`src/rtl/cp0_exception_unit_pkg.sv`:
```
// Shared definitions for the CP0 exception unit: CP0 register numbers, exception codes,
// STATUS/CAUSE field positions and the sequencer state encoding.
package cp0_exception_unit_pkg;

    // CP0 register numbers (rd field of mfc0/mtc0)
    localparam logic [4:0] CP0_STATUS = 5'd12;
    localparam logic [4:0] CP0_CAUSE  = 5'd13;
    localparam logic [4:0] CP0_EPC    = 5'd14;

    // CAUSE.ExcCode values
    localparam logic [4:0] EXC_INT = 5'd0;
    localparam logic [4:0] EXC_SYS = 5'd8;

    // Field positions
    localparam int unsigned STATUS_IE_BIT  = 0;
    localparam int unsigned STATUS_IM_LSB  = 8;
    localparam int unsigned CAUSE_IP_LSB   = 8;
    localparam int unsigned CAUSE_EXC_LSB  = 2;
    localparam int unsigned EXC_CODE_W     = 5;

    typedef enum logic {
        StRun     = 1'b0,
        StHandler = 1'b1
    } cp0_state_e;

endpackage

```
`src/rtl/cp0_exception_unit_irq_pending.sv`:
```
// Interrupt pending tracker: rising-edge detection on the external lines, the CAUSE.IP latch,
// masking with STATUS.IM and a lowest-index priority pick.
// Ports:
//   clk_i, rst_i   clock, asynchronous active-high reset
//   irq_i          external interrupt levels
//   im_i           interrupt mask (STATUS.IM)
//   svc_i          an interrupt is being taken this cycle: clear the selected IP bit
//   wr_en_i        software write of CAUSE.IP this cycle
//   wr_ip_i        value written to CAUSE.IP
//   ip_o           current CAUSE.IP
//   req_o          at least one pending and unmasked interrupt
module cp0_irq_pending #(
    parameter int unsigned NIRQ = 4
) (
    input  logic            clk_i,
    input  logic            rst_i,
    input  logic [NIRQ-1:0] irq_i,
    input  logic [NIRQ-1:0] im_i,
    input  logic            svc_i,
    input  logic            wr_en_i,
    input  logic [NIRQ-1:0] wr_ip_i,
    output logic [NIRQ-1:0] ip_o,
    output logic            req_o
);

    logic [NIRQ-1:0] irq_q;
    logic [NIRQ-1:0] ip_q, ip_d;
    logic [NIRQ-1:0] rise;
    logic [NIRQ-1:0] pend;
    logic [NIRQ-1:0] sel;
    logic            found;

    assign rise  = irq_i & ~irq_q;
    assign pend  = ip_q & im_i;
    assign req_o = |pend;
    assign ip_o  = ip_q;

    // Lowest index wins among pending, unmasked lines
    always_comb begin
        sel   = '0;
        found = 1'b0;
        for (int unsigned i = 0; i < NIRQ; i++) begin
            if (pend[i] && !found) begin
                sel[i] = 1'b1;
                found  = 1'b1;
            end
        end
    end

    // A new edge is OR-ed in last so it survives a same-cycle clear
    always_comb begin
        ip_d = wr_en_i ? wr_ip_i : ip_q;
        if (svc_i) begin
            ip_d = ip_d & ~sel;
        end
        ip_d = ip_d | rise;
    end

    always_ff @(posedge clk_i or posedge rst_i) begin
        if (rst_i) begin
            irq_q <= '0;
            ip_q  <= '0;
        end else begin
            irq_q <= irq_i;
            ip_q  <= ip_d;
        end
    end

endmodule

```
`src/rtl/cp0_exception_unit.sv`:
```
// CP0 register file (STATUS, CAUSE, EPC) and exception sequencer for the single-issue core.
// Decides in the commit cycle whether the instruction is pre-empted by an interrupt or syscall,
// or is an ERET, and tracks handler state so interrupts do not nest.
// Ports:
//   clk, rst        clock, asynchronous active-high reset
//   irq             external interrupt levels (already synchronised)
//   instr_valid     committing instruction is real
//   pc_cur          PC of the committing instruction
//   sys/exce_ret/mfc0/mtc0  decoder strobes
//   cp0_addr, wdata CP0 register number and mtc0 data
//   rdata           mfc0 read data (combinational, pre-edge values)
//   take_exc        redirect to EXC_VECTOR and flush (combinational)
//   take_eret       redirect to epc_out (combinational)
//   epc_out         current EPC
//   in_handler      sequencer is in the handler state
module cp0_exception_unit
    import cp0_exception_unit_pkg::*;
#(
    parameter int unsigned NIRQ       = 4,
    parameter logic [31:0] EXC_VECTOR = 32'h0000_0080
) (
    input  logic            clk,
    input  logic            rst,
    input  logic [NIRQ-1:0] irq,
    input  logic            instr_valid,
    input  logic [31:0]     pc_cur,
    input  logic            sys,
    input  logic            exce_ret,
    input  logic            mfc0,
    input  logic            mtc0,
    input  logic [4:0]      cp0_addr,
    input  logic [31:0]     wdata,
    output logic [31:0]     rdata,
    output logic            take_exc,
    output logic            take_eret,
    output logic [31:0]     epc_out,
    output logic            in_handler
);

    if (NIRQ < 1 || NIRQ > 8) begin : g_bad_nirq
        $error("cp0_exception_unit: NIRQ must be within 1..8");
    end
    if (EXC_VECTOR[1:0] != 2'b00) begin : g_bad_vector
        $error("cp0_exception_unit: EXC_VECTOR must be word aligned");
    end

    cp0_state_e            state_q, state_d;
    logic                  ie_q, ie_d;
    logic [NIRQ-1:0]       im_q, im_d;
    logic [EXC_CODE_W-1:0] exc_code_q, exc_code_d;
    logic [31:0]           epc_q, epc_d;

    logic [NIRQ-1:0] ip;
    logic            irq_pend;
    logic            int_req;
    logic            exc_req;
    logic            mtc0_en;
    logic            ip_wr;

    assign int_req   = instr_valid & ie_q & irq_pend & (state_q == StRun);
    assign exc_req   = int_req | (instr_valid & sys);
    assign take_exc  = exc_req;
    assign take_eret = instr_valid & exce_ret & ~exc_req;
    // ERET and exceptions both outrank a register write in the same cycle
    assign mtc0_en   = instr_valid & mtc0 & ~exc_req & ~take_eret;
    assign ip_wr     = mtc0_en & (cp0_addr == CP0_CAUSE);

    assign epc_out    = epc_q;
    assign in_handler = (state_q == StHandler);

    cp0_irq_pending #(
        .NIRQ(NIRQ)
    ) u_irq_pending (
        .clk_i   (clk),
        .rst_i   (rst),
        .irq_i   (irq),
        .im_i    (im_q),
        .svc_i   (int_req),
        .wr_en_i (ip_wr),
        .wr_ip_i (wdata[CAUSE_IP_LSB +: NIRQ]),
        .ip_o    (ip),
        .req_o   (irq_pend)
    );

    always_comb begin
        state_d    = state_q;
        ie_d       = ie_q;
        im_d       = im_q;
        exc_code_d = exc_code_q;
        epc_d      = epc_q;
        if (exc_req) begin
            epc_d      = pc_cur;
            ie_d       = 1'b0;
            state_d    = StHandler;
            exc_code_d = int_req ? EXC_INT : EXC_SYS;
        end else if (take_eret) begin
            ie_d    = 1'b1;
            state_d = StRun;
        end else if (mtc0_en) begin
            case (cp0_addr)
                CP0_STATUS: begin
                    ie_d = wdata[STATUS_IE_BIT];
                    im_d = wdata[STATUS_IM_LSB +: NIRQ];
                end
                CP0_EPC: epc_d = wdata;
                default: ;
            endcase
        end
    end

    always_comb begin
        rdata = '0;
        if (mfc0) begin
            case (cp0_addr)
                CP0_STATUS: begin
                    rdata[STATUS_IE_BIT]         = ie_q;
                    rdata[STATUS_IM_LSB +: NIRQ] = im_q;
                end
                CP0_CAUSE: begin
                    rdata[CAUSE_IP_LSB +: NIRQ]        = ip;
                    rdata[CAUSE_EXC_LSB +: EXC_CODE_W] = exc_code_q;
                end
                CP0_EPC: rdata = epc_q;
                default: rdata = '0;
            endcase
        end
    end

    always_ff @(posedge clk or posedge rst) begin
        if (rst) begin
            state_q    <= StRun;
            ie_q       <= 1'b0;
            im_q       <= '0;
            exc_code_q <= '0;
            epc_q      <= '0;
        end else begin
            state_q    <= state_d;
            ie_q       <= ie_d;
            im_q       <= im_d;
            exc_code_q <= exc_code_d;
            epc_q      <= epc_d;
        end
    end

endmodule

```
`config.mk`:
```
export PLATFORM = sky130hd
export DESIGN_NAME = cp0_exception_unit
export DESIGN_NICKNAME = d
export VERILOG_FILES = /design/src/rtl/cp0_exception_unit_pkg.sv /design/src/rtl/cp0_exception_unit_irq_pending.sv /design/src/rtl/cp0_exception_unit.sv
export SDC_FILE = /design/constraint.sdc
export NUM_CORES = 1
export LEC_CHECK = 0
export BUFFER_PORTS_ARGS = -buffer_cell sky130_fd_sc_hd__clkbuf_2
export CAP_MARGIN = 20
export CORE_MARGIN = 2
export CORE_UTILIZATION = 45
export CTS_BUF_LIST = sky130_fd_sc_hd__clkbuf_16
export CTS_CLUSTER_SIZE = 8
export DETAILED_ROUTE_END_ITERATION = 8
export PLACE_DENSITY_LB_ADDON = 0.1
export SLEW_MARGIN = 40
export SYNTH_ARGS = -nofsm -noshare
export SYNTH_HDL_FRONTEND = slang
export SYNTH_SLANG_ARGS = --single-unit
```
`constraint.sdc`:
```
create_clock -name clk -period 2.2 [get_ports clk]
set_clock_uncertainty 0.15 [all_clocks]
set_input_delay 0.33 -clock clk [delete_from_list [all_inputs] [get_ports clk]]
set_output_delay 0.33 -clock clk [all_outputs]
set_load 0.02 [all_outputs]
```
==> impl_metrics.env <==
export IMPL_clkLatencyLatePin_ns=0.28
export IMPL_utilization=0.643
export IMPL_maxSlewViolCount=0
export IMPL_synth_enable_flop_cells=0
export IMPL_cts_buffer_depth=2
export IMPL_std_cell_rows=27
export IMPL_status="completed"
export IMPL_tightestPinTransition_ns=0.496
export IMPL_synth_ff_type="sky130_fd_sc_hd__dfrtp_1"
export IMPL_clock_sinks=47
export IMPL_fp_dieArea_um2=6470
export IMPL_routed_wl_um=7390
export IMPL_route_antenna_remaining_nets=0
export IMPL_reg2reg_depth=5
export IMPL_worst_setup_path_type="reg2out"
export IMPL_clk_root_buffer_cell="sky130_fd_sc_hd__clkbuf_16"
export IMPL_post_synthesis_instance_area_um2=2630
export IMPL_critPathLaunchType="register"
export IMPL_via_per_inst=5.19
export IMPL_grt_overflow_total=0
export IMPL_dr_first_iter_drc_count=148
export IMPL_firstDrtPassIters=4
export IMPL_yosys_register_bits=47
export IMPL_number_of_antenna_violations_at_the_first_check_in_global_routing=0
export IMPL_total_number_of_vias=2514
export IMPL_detail_route_wl_per_cell_um=15.3
export IMPL_crit_arrival_ns=1.63
export IMPL_timing_final_crit_share=0.959
export IMPL_cts_tree="built"
export IMPL_final_setup_viol_count=0
export IMPL_layout_drive_gt1_share=0.430
export IMPL_rsz0062_at_grt="false"
export IMPL_first_global_vias=2337
export IMPL_grt_first_pass_wirelength_um=11600
export IMPL_worst_setup_path_end_kind="output pin"
export IMPL_mostFrequentLayoutCell="sky130_fd_sc_hd__clkbuf_2"
export IMPL_min_delay_path_depth=1
export IMPL_clk_transition_reported_paths_ns=0.06
export IMPL_synth_seq_area_share=0.448
export IMPL_floorplan_die_height_um=80.4
export IMPL_total_leakage_power_nw=1.73
export IMPL_placement_io_buffers=146
export IMPL_worst_path_max_fanout=4
export IMPL_final_period_minus_worst_setup_slack_ns=2.11
export IMPL_die_width_um=80.4
export IMPL_postSynthCellCount=265
export IMPL_design_final_nets=491
export IMPL_syn_nets=345
export IMPL_power_density_nw_per_um2=641
export IMPL_setup_tns_final_ns=0
export IMPL_drcViolationCount=0
export IMPL_timing_hold_worst_class="in2reg"
export IMPL_initial_util=0.471
export IMPL_finalHoldViolCount=0
export IMPL_tritoncts_num_buffers=5
export IMPL_post_dp_hpwl_um=5490
export IMPL_syn2layout_area_growth_pct=36.4
export IMPL_cap_violations=0
export IMPL_synth_distinct_cells=31
export IMPL_grt_max_degree=34
export IMPL_ir_worst_vdd_uv=433
export IMPL_yosysWarningCount=0
export IMPL_mostFrequentLayoutCells="sky130_fd_sc_hd__clkbuf_2 (146), sky130_fd_sc_hd__a21oi_1 (71), sky130_fd_sc_hd__dfrtp_1 (47)"
export IMPL_core_area_um2=5570
export IMPL_level_count_of_the_clock_h_tree=2
export IMPL_track_usage=0.231
export IMPL_timing_slew_headroom=0.669
export IMPL_required_time_of_the_critical_path_ns=1.72
export IMPL_fmax_ghz=0.474
export IMPL_routability_congestion=0.921
export IMPL_boundaryPins=147
export IMPL_async_flop_share=1.00
export IMPL_synth_avg_cell_area_um2=9.92
export IMPL_n_antenna_cell=0
export IMPL_cts_setup_buffers=0
-- cells by family (layout without fill, tap and decap cells) --
family / count (synthesis) / in the layout / share of synthesized area
compound gates: 82 / 82 / 0.166
buf+inv: 25 / 172 / 0.0538
flops: 47 / 47 / 0.448
simple gates: 69 / 69 / 0.170
mux: 42 / 42 / 0.162
-- layer usage --
| metal | track usage | part of all wire |
|---|---|---|
| met1 | 0.298 | 0.42 |
| met2 | 0.394 | 0.50 |
| met3 | 0.0438 | 0.070 |
| met4 | 0.0661 | 0.012 |
| met5 | 0 | 0 |
-- through the flow --
step           worst slack [ns]  cell area, um2  power (W)  instances  hold slack (ns)
5_1_grt                 0.00674            3580    0.00241        484           0.0143
3_5_place_dp              0.279            3420    0.00158        475            0.227
4_1_cts                  0.0697            3580    0.00232        484           0.0107
2_1_floorplan             0.238            2630    0.00135        265            0.211
3_3_place_gp              0.297            3420    0.00157        475            0.223
6_report                 0.0908            3580    0.00230        484           0.0147
-- report_power, final --
part	internal (W)	switching [W]	leakage [nW]	total [W]
sequential	0.000961	0.0000801	0.521	0.00104
combinational	0.000216	0.000309	1.14	0.000524
clock	0.000415	0.000318	0.0710	0.000733
total	0.00159	0.000707	1.73	0.00230
-- Yosys cell counts, types with 2 or more instances --
library cell	number	share of area
sky130_fd_sc_hd__nand4_1	2	0.0048
sky130_fd_sc_hd__buf_6	5	0.021
sky130_fd_sc_hd__and2_1	27	0.064
sky130_fd_sc_hd__clkbuf_1	5	0.0071
sky130_fd_sc_hd__nor2_1	13	0.019
sky130_fd_sc_hd__mux2_2	3	0.013
sky130_fd_sc_hd__a21oi_1	71	0.14
sky130_fd_sc_hd__o21ai_0	3	0.0057
sky130_fd_sc_hd__mux2i_1	38	0.14
sky130_fd_sc_hd__o221ai_1	4	0.013
sky130_fd_sc_hd__dfrtp_1	47	0.45
sky130_fd_sc_hd__nand3_1	5	0.0095
sky130_fd_sc_hd__inv_1	7	0.010
sky130_fd_sc_hd__nand2_1	10	0.014
sky130_fd_sc_hd__buf_2	8	0.015
sky130_fd_sc_hd__nand3b_1	2	0.0057
-- worst max-delay path, cell delays in order, from the launching register on --
cell	delay, ns
sky130_fd_sc_hd__dfrtp_1	0.42
sky130_fd_sc_hd__a22oi_2	0.26
sky130_fd_sc_hd__a31oi_2	0.15
sky130_fd_sc_hd__a21oi_2	0.14
sky130_fd_sc_hd__inv_1	0.09
sky130_fd_sc_hd__nor2_1	0.11
sky130_fd_sc_hd__clkbuf_2	0.17
-- cell type report --
cell class              instances  area [um2]
inverters                       7        26.3
flip-flops and latches         47        1180
clock buffers                   5         125
clock inverters                 3        16.3
multi-input cells             193        1320
fillers                       500        1990
well taps                      72        90.1
repair buffers                157         828
-- flip-flops by register name, indices dropped and copies added, names as in the netlist --
signal / count
exc_code_q: 1
epc_out: 32
ie_q: 1
im_q: 4
in_handler: 1
u_irq_pending.ip_o: 4
u_irq_pending.irq_q: 4
-- worst paths after layout --
| kind | to | slack (ns) | start |
|---|---|---|---|
| max reg2reg | u_irq_pending.ip_o[0] | 0.34 | u_irq_pending.ip_o[1] |
| min in group asynchronous | epc_out[19] | 0.45 | rst |
| min reg2reg | u_irq_pending.ip_o[1] | 0.33 | u_irq_pending.irq_q[1] |
| max in group asynchronous | u_irq_pending.irq_q[1] | 0.93 | rst |
| max | take_eret | 0.09 | u_irq_pending.ip_o[1] |
| min | u_irq_pending.irq_q[3] | 0.01 | irq[3] |
-- timing repair --
action / CTS / global route
endpoints found under the setup margin: 1 / 1
endpoints found under the hold margin: 21 / 0
hold buffers: 1 / 0
pin swaps: 0 / 2
resized for setup: 1 / 1
Note: power is estimated with default switching activity, not from simulation.
